<file path="src/rtl/fetch_stage.sv">
// ============================================================================
// Module   : fetch_stage
// Purpose  : Instruction fetch. Holds the PC, issues word fetches to busio,
//            applies branch/trap redirects and drives the decode register.
// Revision : 1.0 - initial release
// ============================================================================
`default_nettype none

module fetch_stage #(
  parameter logic [31:0] RESET_VECTOR = 32'h0000_0000
) (
`ifdef USE_POWER_PINS
  inout  wire         vccd1,
  inout  wire         vssd1,
`endif
  input  logic        clk,
  input  logic        reset,
  input  logic        stall,
  input  logic        invalidate,
  input  logic        branch_taken,
  input  logic [31:0] branch_target,
  input  logic        trap_redirect,
  input  logic [31:0] trap_target,
  output logic        fetch_request,
  output logic [31:0] fetch_address,
  input  logic        bus_ready,
  input  logic [31:0] bus_data,
  output logic        fetch_ready,
  output logic        valid_out,
  output logic [31:0] pc_out,
  output logic [31:0] instruction_out
);

  localparam logic [0:0] S_FETCH   = 1'b0;
  localparam logic [0:0] S_DISCARD = 1'b1;

  logic [0:0]  r_state;
  logic [0:0]  w_state_nxt;

  // PCs are word aligned, so only the word index is kept.
  logic [31:2] r_pc;
  logic [31:2] r_redirect_pc;
  logic        r_hold_valid;
  logic [31:2] r_hold_pc;
  logic [31:0] r_hold_instr;

  logic        r_valid_out;
  logic [31:0] r_pc_out;
  logic [31:0] r_instruction_out;

  logic        w_redirect;
  logic [31:2] w_target;
  logic        w_fetch_request;
  logic        w_fetch_ready;
  logic        w_fetch_accept;
  logic        w_outstanding;
  logic        w_unused_bits;

  assign w_redirect    = trap_redirect | branch_taken;
  assign w_target      = trap_redirect ? trap_target[31:2] : branch_target[31:2];
  assign w_unused_bits = ^{trap_target[1:0], branch_target[1:0]};

  // State register
  always_ff @(posedge clk or negedge reset) begin
    if (!reset) begin
      r_state <= S_FETCH;
    end else begin
      r_state <= w_state_nxt;
    end
  end

  // Next-state logic
  always_comb begin
    w_state_nxt = r_state;
    if (w_redirect) begin
      w_state_nxt = w_outstanding ? S_DISCARD : S_FETCH;
    end else if ((r_state == S_DISCARD) && bus_ready) begin
      w_state_nxt = S_FETCH;
    end
  end

  // Output / handshake logic
  always_comb begin
    w_fetch_request = reset & ~r_hold_valid;
    w_fetch_accept  = (r_state == S_FETCH) & bus_ready;
    w_fetch_ready   = r_hold_valid | w_fetch_accept;
    w_outstanding   = w_fetch_request & ~bus_ready;
  end

  // PC, redirect target and hold buffer
  always_ff @(posedge clk or negedge reset) begin
    if (!reset) begin
      r_pc          <= RESET_VECTOR[31:2];
      r_redirect_pc <= '0;
      r_hold_valid  <= 1'b0;
      r_hold_pc     <= '0;
      r_hold_instr  <= '0;
    end else if (w_redirect && w_outstanding) begin
      // Keep the address stable until the in-flight fetch completes.
      r_redirect_pc <= w_target;
      r_hold_valid  <= 1'b0;
    end else if (w_redirect) begin
      r_pc          <= w_target;
      r_hold_valid  <= 1'b0;
    end else if ((r_state == S_DISCARD) && bus_ready) begin
      r_pc          <= r_redirect_pc;
    end else if (w_fetch_accept) begin
      if (stall) begin
        r_hold_valid <= 1'b1;
        r_hold_pc    <= r_pc;
        r_hold_instr <= bus_data;
      end
      r_pc <= r_pc + 30'd1;
    end else if (r_hold_valid && !stall) begin
      r_hold_valid <= 1'b0;
    end
  end

  // Fetch -> decode pipeline register
  always_ff @(posedge clk or negedge reset) begin
    if (!reset) begin
      r_valid_out       <= 1'b0;
      r_pc_out          <= RESET_VECTOR;
      r_instruction_out <= '0;
    end else if (invalidate) begin
      r_valid_out <= 1'b0;
    end else if (!stall) begin
      if (r_hold_valid) begin
        r_valid_out       <= 1'b1;
        r_pc_out          <= {r_hold_pc, 2'b00};
        r_instruction_out <= r_hold_instr;
      end else if (w_fetch_accept) begin
        r_valid_out       <= 1'b1;
        r_pc_out          <= {r_pc, 2'b00};
        r_instruction_out <= bus_data;
      end else begin
        r_valid_out <= 1'b0;
      end
    end
  end

  assign fetch_request   = w_fetch_request;
  assign fetch_address   = {r_pc, 2'b00};
  assign fetch_ready     = w_fetch_ready;
  assign valid_out       = r_valid_out;
  assign pc_out          = r_pc_out;
  assign instruction_out = r_instruction_out;

endmodule

`default_nettype wire

</file>
<file path="config.mk">
export PLATFORM = sky130hd
export DESIGN_NAME = fetch_stage
export DESIGN_NICKNAME = d
export VERILOG_FILES = /design/src/rtl/fetch_stage.sv
export SDC_FILE = /design/constraint.sdc
export NUM_CORES = 1
export LEC_CHECK = 0
export CAP_MARGIN = 15
export CORE_MARGIN = 3
export CORE_UTILIZATION = 35
export DETAILED_ROUTE_END_ITERATION = 8
export PLACE_DENSITY = 0.58
export SLEW_MARGIN = 15
export SYNTH_ARGS = -nofsm -noshare
export SYNTH_HDL_FRONTEND = slang
export SYNTH_SLANG_ARGS = --single-unit
</file>
<file path="constraint.sdc">
create_clock -name clk -period 5.9 [get_ports clk]
set_input_delay 1.18 -clock clk [delete_from_list [all_inputs] [get_ports clk]]
set_output_delay 1.18 -clock clk [all_outputs]
set_load 0.01 [all_outputs]
</file>
==> summary.txt <==
STA
-------------------------------------------------------------------------------------------
Min Clock Period, post-route                                                        4069 ps
RSZ-0062 raised after global routing                                                     no
Slew of the pin with the lowest slew margin                                         1118 ps
Worst Hold Margin                                                                  480.5 ps
Setup Viol. Count Final                                                                   0
Total negative slack                                                                   0 ps
Number of failing hold endpoints at the final stage                                       0
Final Max Tran Viols                                                                      0
Worst clock skew                                                                   16.64 ps
Slack of the critical path                                                          1831 ps
Final cycle utilization of the critical path                                         0.6896
Timing-limited maximum frequency                                                  245.8 MHz
Slew margin rel.                                                                     0.2546

SYNTH
-------------------------------------------------------------------------------------------
Post-synthesis compound-gate area fraction                                           0.1600
Share of synthesized cell area in and, or, nand and nor gates                       0.09125
Most used standard cell by instance count after synthesis                      sky130_fd_sc_hd__dfrtp_1
Adder-cell share of the synthesized area                                           0.001406
Cell accounting for the most synthesized area                                  sky130_fd_sc_hd__dfrtp_1
Area share of the leading cell type in the synthesized netlist                       0.5259
Sequential area share after synthesis                                                0.5259
Xor and xnor fraction of the mapped netlist area                                          0
Number of instances in the synthesized netlist                                          820
Number of register bits inferred by synthesis                                           187
Ys flop type                                                                   sky130_fd_sc_hd__dfrtp_1
Number of warning messages in the yosys log                                               0
Dominant combinational cell family by area after synthesis                     multiplexers
Cell types occupying the most area after synthesis                             sky130_fd_sc_hd__dfrtp_1, sky130_fd_sc_hd__mux2i_1, sky130_fd_sc_hd__mux2_2
Count of cell types in the netlist                                                       50
Post-synth ARST share                                                                 1.000
Mean cell area of the mapped netlist                                             10.85 um^2
Number of enable flip-flop cells after synthesis                                          0
Post-Synthesis Cell Area                                                       0.008899 mm^2
Post-synthesis mux area share                                                        0.1856
Top cells by instance count after synthesis                                    sky130_fd_sc_hd__dfrtp_1, sky130_fd_sc_hd__o21ai_0, sky130_fd_sc_hd__mux2i_1, sky130_fd_sc_hd__nand2_1, sky130_fd_sc_hd__mux2_2

GLOBAL ROUTE
-------------------------------------------------------------------------------------------
Pin count of the biggest net entering global routing                                     92
First-pass GRT wire length                                                         36840 um
All-layer global routing usage                                                       0.1714
Remaining Overflow, GRT                                                                   0
Via count of the first global-routing pass                                             6556
Initial antenna violation count                                                           0

STATUS
-------------------------------------------------------------------------------------------
Result of the run                                                              finished, final reports clean

DRT
-------------------------------------------------------------------------------------------
Via count                                                                              6911
Total DRC errors in the routed layout                                                     0
Number of routed nets with antenna violations                                             0
Number of design-rule violations left by the first detailed-router iteration            616
Highest metal layer with signal wires                                                  met4
Average wire per cell in the routed design                                         17.79 um
Met2 WL                                                                            10060 um
Number of search-and-repair iterations in the first detailed-routing pass                 6
Total detailed-routing wirelength                                                  23440 um
Detailed-route vias per instance                                                      5.244
Detailed route wirelength on metal3                                                 1787 um
Routed metal-1 wirelength                                                          11410 um

SETUP PATH
-------------------------------------------------------------------------------------------
Data required time of the worst path                                                4720 ps
Count of cells along the worst register-to-register path                                  4
Category of cells accounting for the largest share of critical-path delay      buffers and inverters
Startpoint types                                                                  input pin
Endpoint of the most critical setup path                                        fetch_ready
Crit end category                                                              primary output
Crit path from                                                                    bus_ready
Crit. path cell count                                                                     4
Worst Path Class, Setup                                                              in2out
Most frequent cell on the critical path                                        sky130_fd_sc_hd__clkdlybuf4s50_1
CP Data Arrival Time                                                                2890 ps
Critical Path Slowest Stage Cell                                               sky130_fd_sc_hd__clkdlybuf4s50_1
Buffers & Inverters on Critical Path                                                      3
Setup slack of the most critical reg-to-reg path                                    3270 ps
Delay of the slowest critical-path stage                                             600 ps
Critical-path maximum fanout                                                             10
Launch point of the worst reg-to-reg path                                      r_hold_valid
Reg2Reg Capture Point                                                          instruction_out[29]
Crit-path cells                                                                clkdlybuf4s50_1, a21oi_1, inv_1, clkdlybuf4s50_1

CLOCKING
-------------------------------------------------------------------------------------------
Post-CTS repair timing setup buffer count                                                 0
Clock latency reported for the late side of the worst-skew pair                      440 ps
TritonCTS clock tree                                                                  built
Maximum level of the CTS H-tree                                                           4
Number of gates resized after CTS                                                         0
Cell chosen for the clock root                                                 sky130_fd_sc_hd__clkbuf_16
Total number of clock tree sinks                                                        187
Hold-fix buffers at CTS                                                                   0
Reg clk slew, reported paths                                                          80 ps
Largest buffer count on any clock path                                                    2
CTS Buf Count                                                                            17

FLOORPLANNING
-------------------------------------------------------------------------------------------
Die outline width                                                                  165.5 um
Number of primary I/O pins                                                              202
Die span in y                                                                      165.5 um
Starting density of the core                                                         0.3606
DIE AREA                                                                       0.02737 mm^2
Floorplan Core Area                                                            0.02468 mm^2
Number of core rows                                                                      57

POWER AND IR DROP
-------------------------------------------------------------------------------------------
Clock network fraction of design power                                                0.315
Power per standard cell area                                                   326.3 mW/mm^2
Internal power                                                                     2.668 mW
Proportion of total power due to net switching                                       0.3015
IR drop worst, VDD                                                                 153.8 uV
Portion of total power attributed to combinational logic                              0.224
Psw                                                                                1.152 mW
Total power of the final layout                                                    3.820 mW
Static power due to leakage                                                        4.790 nW
Share of total power in sequential cells                                              0.461

LAYOUT
-------------------------------------------------------------------------------------------
Layout cell share with drive strength beyond 1                                       0.1237
Fin util                                                                             0.4743
Net count, final                                                                       1085
Antenna diode count                                                                       0
Area growth from synthesis to final layout                                           31.54%
Number of fillers in the final layout                                                  2342

PLACE
-------------------------------------------------------------------------------------------
Dpl ws                                                                              1880 ps
Total of buffers placed on input and output ports                                       193
HPWL after detailed placement                                                      15840 um
GP Congestion                                                                        0.7793

FLOW RUN
-------------------------------------------------------------------------------------------
Max-cap violation count                                                                   0

WORST HOLD PATH
-------------------------------------------------------------------------------------------
Startpoint of the tightest hold check path                                     instruction_out[27]
Hold crit path type                                                                 reg2reg

[how the worst min path moves through the flow]
stage | end | slack, ps | cells after the start
after global placement | instruction_out[21] | 460 | 2
after CTS | instruction_out[15] | 490 | 2
after floorplan | r_hold_instr[31] | 480 | 1
final | instruction_out[27] | 480 | 2
after detailed placement | instruction_out[15] | 470 | 2
after global routing | instruction_out[24] | 500 | 2
[routing by layer]
metal,GRT usage,vias up
li1,-,3332
met1,0.2576,3345
met2,0.2445,220
met3,0.05188,14
met4,0.03365,0
met5,0,-
[placed cells by master (no fill, tap or decap), types with 5 or more instances in the layout]
| cell | count |
|---|---|
| sky130_fd_sc_hd__mux2i_1 | 93 |
| sky130_fd_sc_hd__nor2_1 | 43 |
| sky130_fd_sc_hd__a222oi_1 | 27 |
| sky130_fd_sc_hd__o31a_1 | 12 |
| sky130_fd_sc_hd__a22o_1 | 7 |
| sky130_fd_sc_hd__o22ai_1 | 5 |
| sky130_fd_sc_hd__nand2_1 | 85 |
| sky130_fd_sc_hd__a21oi_1 | 44 |
| sky130_fd_sc_hd__mux2_2 | 64 |
| sky130_fd_sc_hd__nor3_1 | 9 |
| sky130_fd_sc_hd__inv_1 | 8 |
| sky130_fd_sc_hd__buf_4 | 13 |
| sky130_fd_sc_hd__o21ai_0 | 96 |
| sky130_fd_sc_hd__dfrtp_1 | 186 |
| sky130_fd_sc_hd__clkinv_8 | 5 |
| sky130_fd_sc_hd__clkbuf_16 | 17 |
| sky130_fd_sc_hd__and3_1 | 5 |
| sky130_fd_sc_hd__a31oi_1 | 8 |
| sky130_fd_sc_hd__nand4_1 | 6 |
| sky130_fd_sc_hd__clkdlybuf4s50_1 | 191 |
| sky130_fd_sc_hd__nand3_1 | 10 |
[tightest hold or removal path, cell delays in order (launching register included)]
cell and delay, ps:
sky130_fd_sc_hd__dfrtp_1 340, sky130_fd_sc_hd__nand2_1 50, sky130_fd_sc_hd__o21ai_0 60
[power by group through the flow]
| stage | clock, mW | combinational, mW | sequential [mW] |
|---|---|---|---|
| after global placement | 0 | 0.854 | 1.78 |
| final | 1.21 | 0.855 | 1.76 |
| after floorplan | 0 | 0.373 | 1.79 |
| after global routing | 1.30 | 0.944 | 1.81 |
| after detailed placement | 0 | 0.864 | 1.79 |
| after CTS | 1.24 | 0.867 | 1.76 |
[kinds of logic (layout without fill, tap and decap cells)]
| kind of cell | count (synthesis) | in the layout |
|---|---|---|
| other | 1 | 4 |
| AO/OA/AOI/OAI | 222 | 222 |
| buffers and inverters | 75 | 246 |
| adder cells (fa/ha/maj) | 1 | 1 |
| flip-flops | 187 | 187 |
| AND/OR/NAND/NOR | 177 | 177 |
| multiplexers | 157 | 157 |
[state kept, by name (all words and copies together) (netlist names), 30 cells and up]
register and flops:
instruction_out 32, r_hold_instr 32, pc_out 30, r_hold_pc 30
r_pc 30, r_redirect_pc 30
[cell type report]
type / count / area [um^2] / share of cell area
clock buffers: 17 / 425.4 / 0.03634
clock inverters: 15 / 200.2 / 0.01710
inverters: 8 / 30.03 / 0.002565
multi-input cells: 561 / 3933 / 0.3360
flip-flops and latches: 187 / 4683 / 0.4001
well taps: 324 / 405.4 / 0.03463
repair buffers: 206 / 2028 / 0.1733
[metrics by stage]
step,cells,area (um^2)
6_report,1318,11710
5_1_grt,1318,11710
4_1_cts,1318,11710
3_5_place_dp,1286,11080
3_3_place_gp,1286,11080
2_1_floorplan,823,8910
(Power assumes the default switching activity.)
==> variant, RTL diff (same flow settings) <==
Add an input register stage for `branch_target` and `trap_target`, without a reset; this delays them by one clock. The other inputs are not delayed to match.
--- a/src/rtl/fetch_stage.sv
+++ b/src/rtl/fetch_stage.sv
@@ -36,2 +36,10 @@
 
+  logic [31:0] branch_target_q;
+  logic [31:0] trap_target_q;
+
+  always_ff @(posedge clk) begin
+    branch_target_q <= branch_target;
+    trap_target_q   <= trap_target;
+  end
+
   logic [0:0]  r_state;
@@ -59,4 +67,4 @@
   assign w_redirect    = trap_redirect | branch_taken;
-  assign w_target      = trap_redirect ? trap_target[31:2] : branch_target[31:2];
-  assign w_unused_bits = ^{trap_target[1:0], branch_target[1:0]};
+  assign w_target      = trap_redirect ? trap_target_q[31:2] : branch_target_q[31:2];
+  assign w_unused_bits = ^{trap_target_q[1:0], branch_target_q[1:0]};
 
Function: changed (a bounded check fails within 4 cycles, from zero or initial values and one cycle with reset low).
==> variant against the original RTL <==
Worst setup slack got worse by 0.22 ns; sequential share of layout area increased by 3.9 points; power increased by 23%; final area increased by 15%; routed wire length increased by 10%; sequential cell count increased by 60; core utilization decreased by 0.97 points; area after synthesis increased by 16%; clock skew about the same; critical path type unchanged.
==> variant: results (changes against the original RTL) <==
| Metric | Value |
|---|---|
| Worst VDD drop | `0.0002420 V (+57%)` |
| Synth Area in XOR/XNOR | `0% (unchanged)` |
| Gp weighted congestion | `0.8344 (+7.1%)` |
| Placed Cells | `1,424 (+11%)` |
| Clock Latency Late Sink | `0.53 ns (+0.09 ns)` |
| Drt pass-1 iters | `7 (+1)` |
| H-tree depth | `1 (-3)` |
| GRT Util Overall | `15.79% (-1.4 points)` |
| Nets | `1,173 (+8.1%)` |
| Reg clk slew, reported paths | `0.06 ns (-0.02 ns)` |
| Num CTS Buffers | `27 (+10)` |
| Synth cell types | `61 (+22%)` |
| HPWL Detailed | `17,250 µm (+8.9%)` |
| P_leak | `5.453 nW (+14%)` |
| Mapped Cells | `908 (+11%)` |
| Routed WL | `25,880 µm (+10%)` |
| Worst-margin pin slew | `1.001 ns (-0.1167 ns)` |
| Post-CTS sizing | `0 (unchanged)` |
| Hold WC Path Type | `flop to flop` |
| Layout cells sized above 1 | `12.76% (+0.39 points)` |
| Ys async rst share | `75.71% (-24 points)` |
| First-pass GRT wire length | `40,160 µm (+9.0%)` |
| Run status | `finished clean` |
| Synth Area in Compound Gates | `13.40% (-2.6 points)` |
| Dpl cell area | `12,580 µm² (+14%)` |
| Clk_skew | `0.01709 ns (+0.0004448 ns)` |
| Synth top cells by count | `dfrtp_1, mux2i_1, nand2_1` |
| Slowest CP cell | `clkdlybuf4s50_1` |
| Multiplexer share of the synthesized area | `16.17% (-2.4 points)` |
| Dominant synthesized flop cell | `dfrtp_1` |
| Final Non-Filler Cells | `1,473 (+12%)` |
| Via Count | `7,497 (+8.5%)` |
| DR iter-0 viols | `524 (-15%)` |
| CP Data Arrival Time | `3.11 ns (+0.22 ns)` |
| Sw Share | `27.23% (-2.9 points)` |
| Clk buf depth | `3 (+1)` |
| Slowest stage delay, CP | `0.75 ns (+0.15 ns)` |
| DP Worst Slack | `1.614 ns (-0.2660 ns)` |
| Sequential element share of the synthesized area | `56.94% (+4.4 points)` |
| Vias in the first global route | `7,063 (+7.7%)` |
| Critical Path Fanout Max | `11 (+1)` |
| Dominant cells by area after synthesis | `dfrtp_1, dfxtp_1, mux2i_1, mux2_2, o21ai_0` |
| Largest net degree at the start of global routing | `133 (+45%)` |
| Synth Area in Adders | `0.1212% (-0.019 points)` |
[variant: worst paths after layout]
check	cells past startpoint	slack, ns	from	endpoint
setup reg to reg	5	3.14	r_hold_valid$_DFFE_PN0P_	r_pc[17]$_DFFE_PN0P_
min in group asynchronous	1	0.62	reset	instruction_out[26]$_DFFE_PN0P_
max in group asynchronous	2	4.13	reset	r_hold_valid$_DFFE_PN0P_
hold / removal	2	0.48	pc_out[11]$_DFFE_PN0P_	pc_out[11]$_DFFE_PN0P_
hold reg to reg	2	0.48	pc_out[11]$_DFFE_PN0P_	pc_out[11]$_DFFE_PN0P_
setup / recovery	4	1.61	bus_ready	fetch_ready
[variant: logic make-up after synthesis]
logic type,Yosys count
buffers and inverters,89
multiplexers,159
flip-flops,247
other,1
AND/OR/NAND/NOR,207
adder cells (fa/ha/maj),1
AO/OA/AOI/OAI,204
[variant: final cells by class]
| class | count | area (µm²) |
|---|---|---|
| clock buffer | 37 | 733.2 |
| fill | 2733 | 15450 |
| multi-input combinational | 575 | 4125 |
| inverter | 13 | 48.80 |
| timing repair buffer | 205 | 2046 |
| sequential | 247 | 5884 |
| tap | 384 | 480.5 |
| clock inverter | 12 | 90.09 |
[variant: power by group through the flow]
stage               Combinational (mW)  Sequential, mW  Clock [mW]
CTS                              0.896            2.22        1.63
global route                     0.974            2.27        1.69
floorplan                        0.412            2.23           0
global placement                 0.882            2.24           0
detailed placement               0.893            2.26           0
finish                           0.883            2.22        1.58
[variant: metal layers]
metal / wire [µm] / track usage, %
met1: 12720 / 24.13
met2: 10580 / 22.56
met3: 1940 / 3.445
met4: 636 / 3.959
met5: 0 / 0
[variant: tightest hold or removal path: stages (launching register included)]
cell and delay, ns:
dfrtp_1 0.34, nand2_1 0.04, o21ai_0 0.06
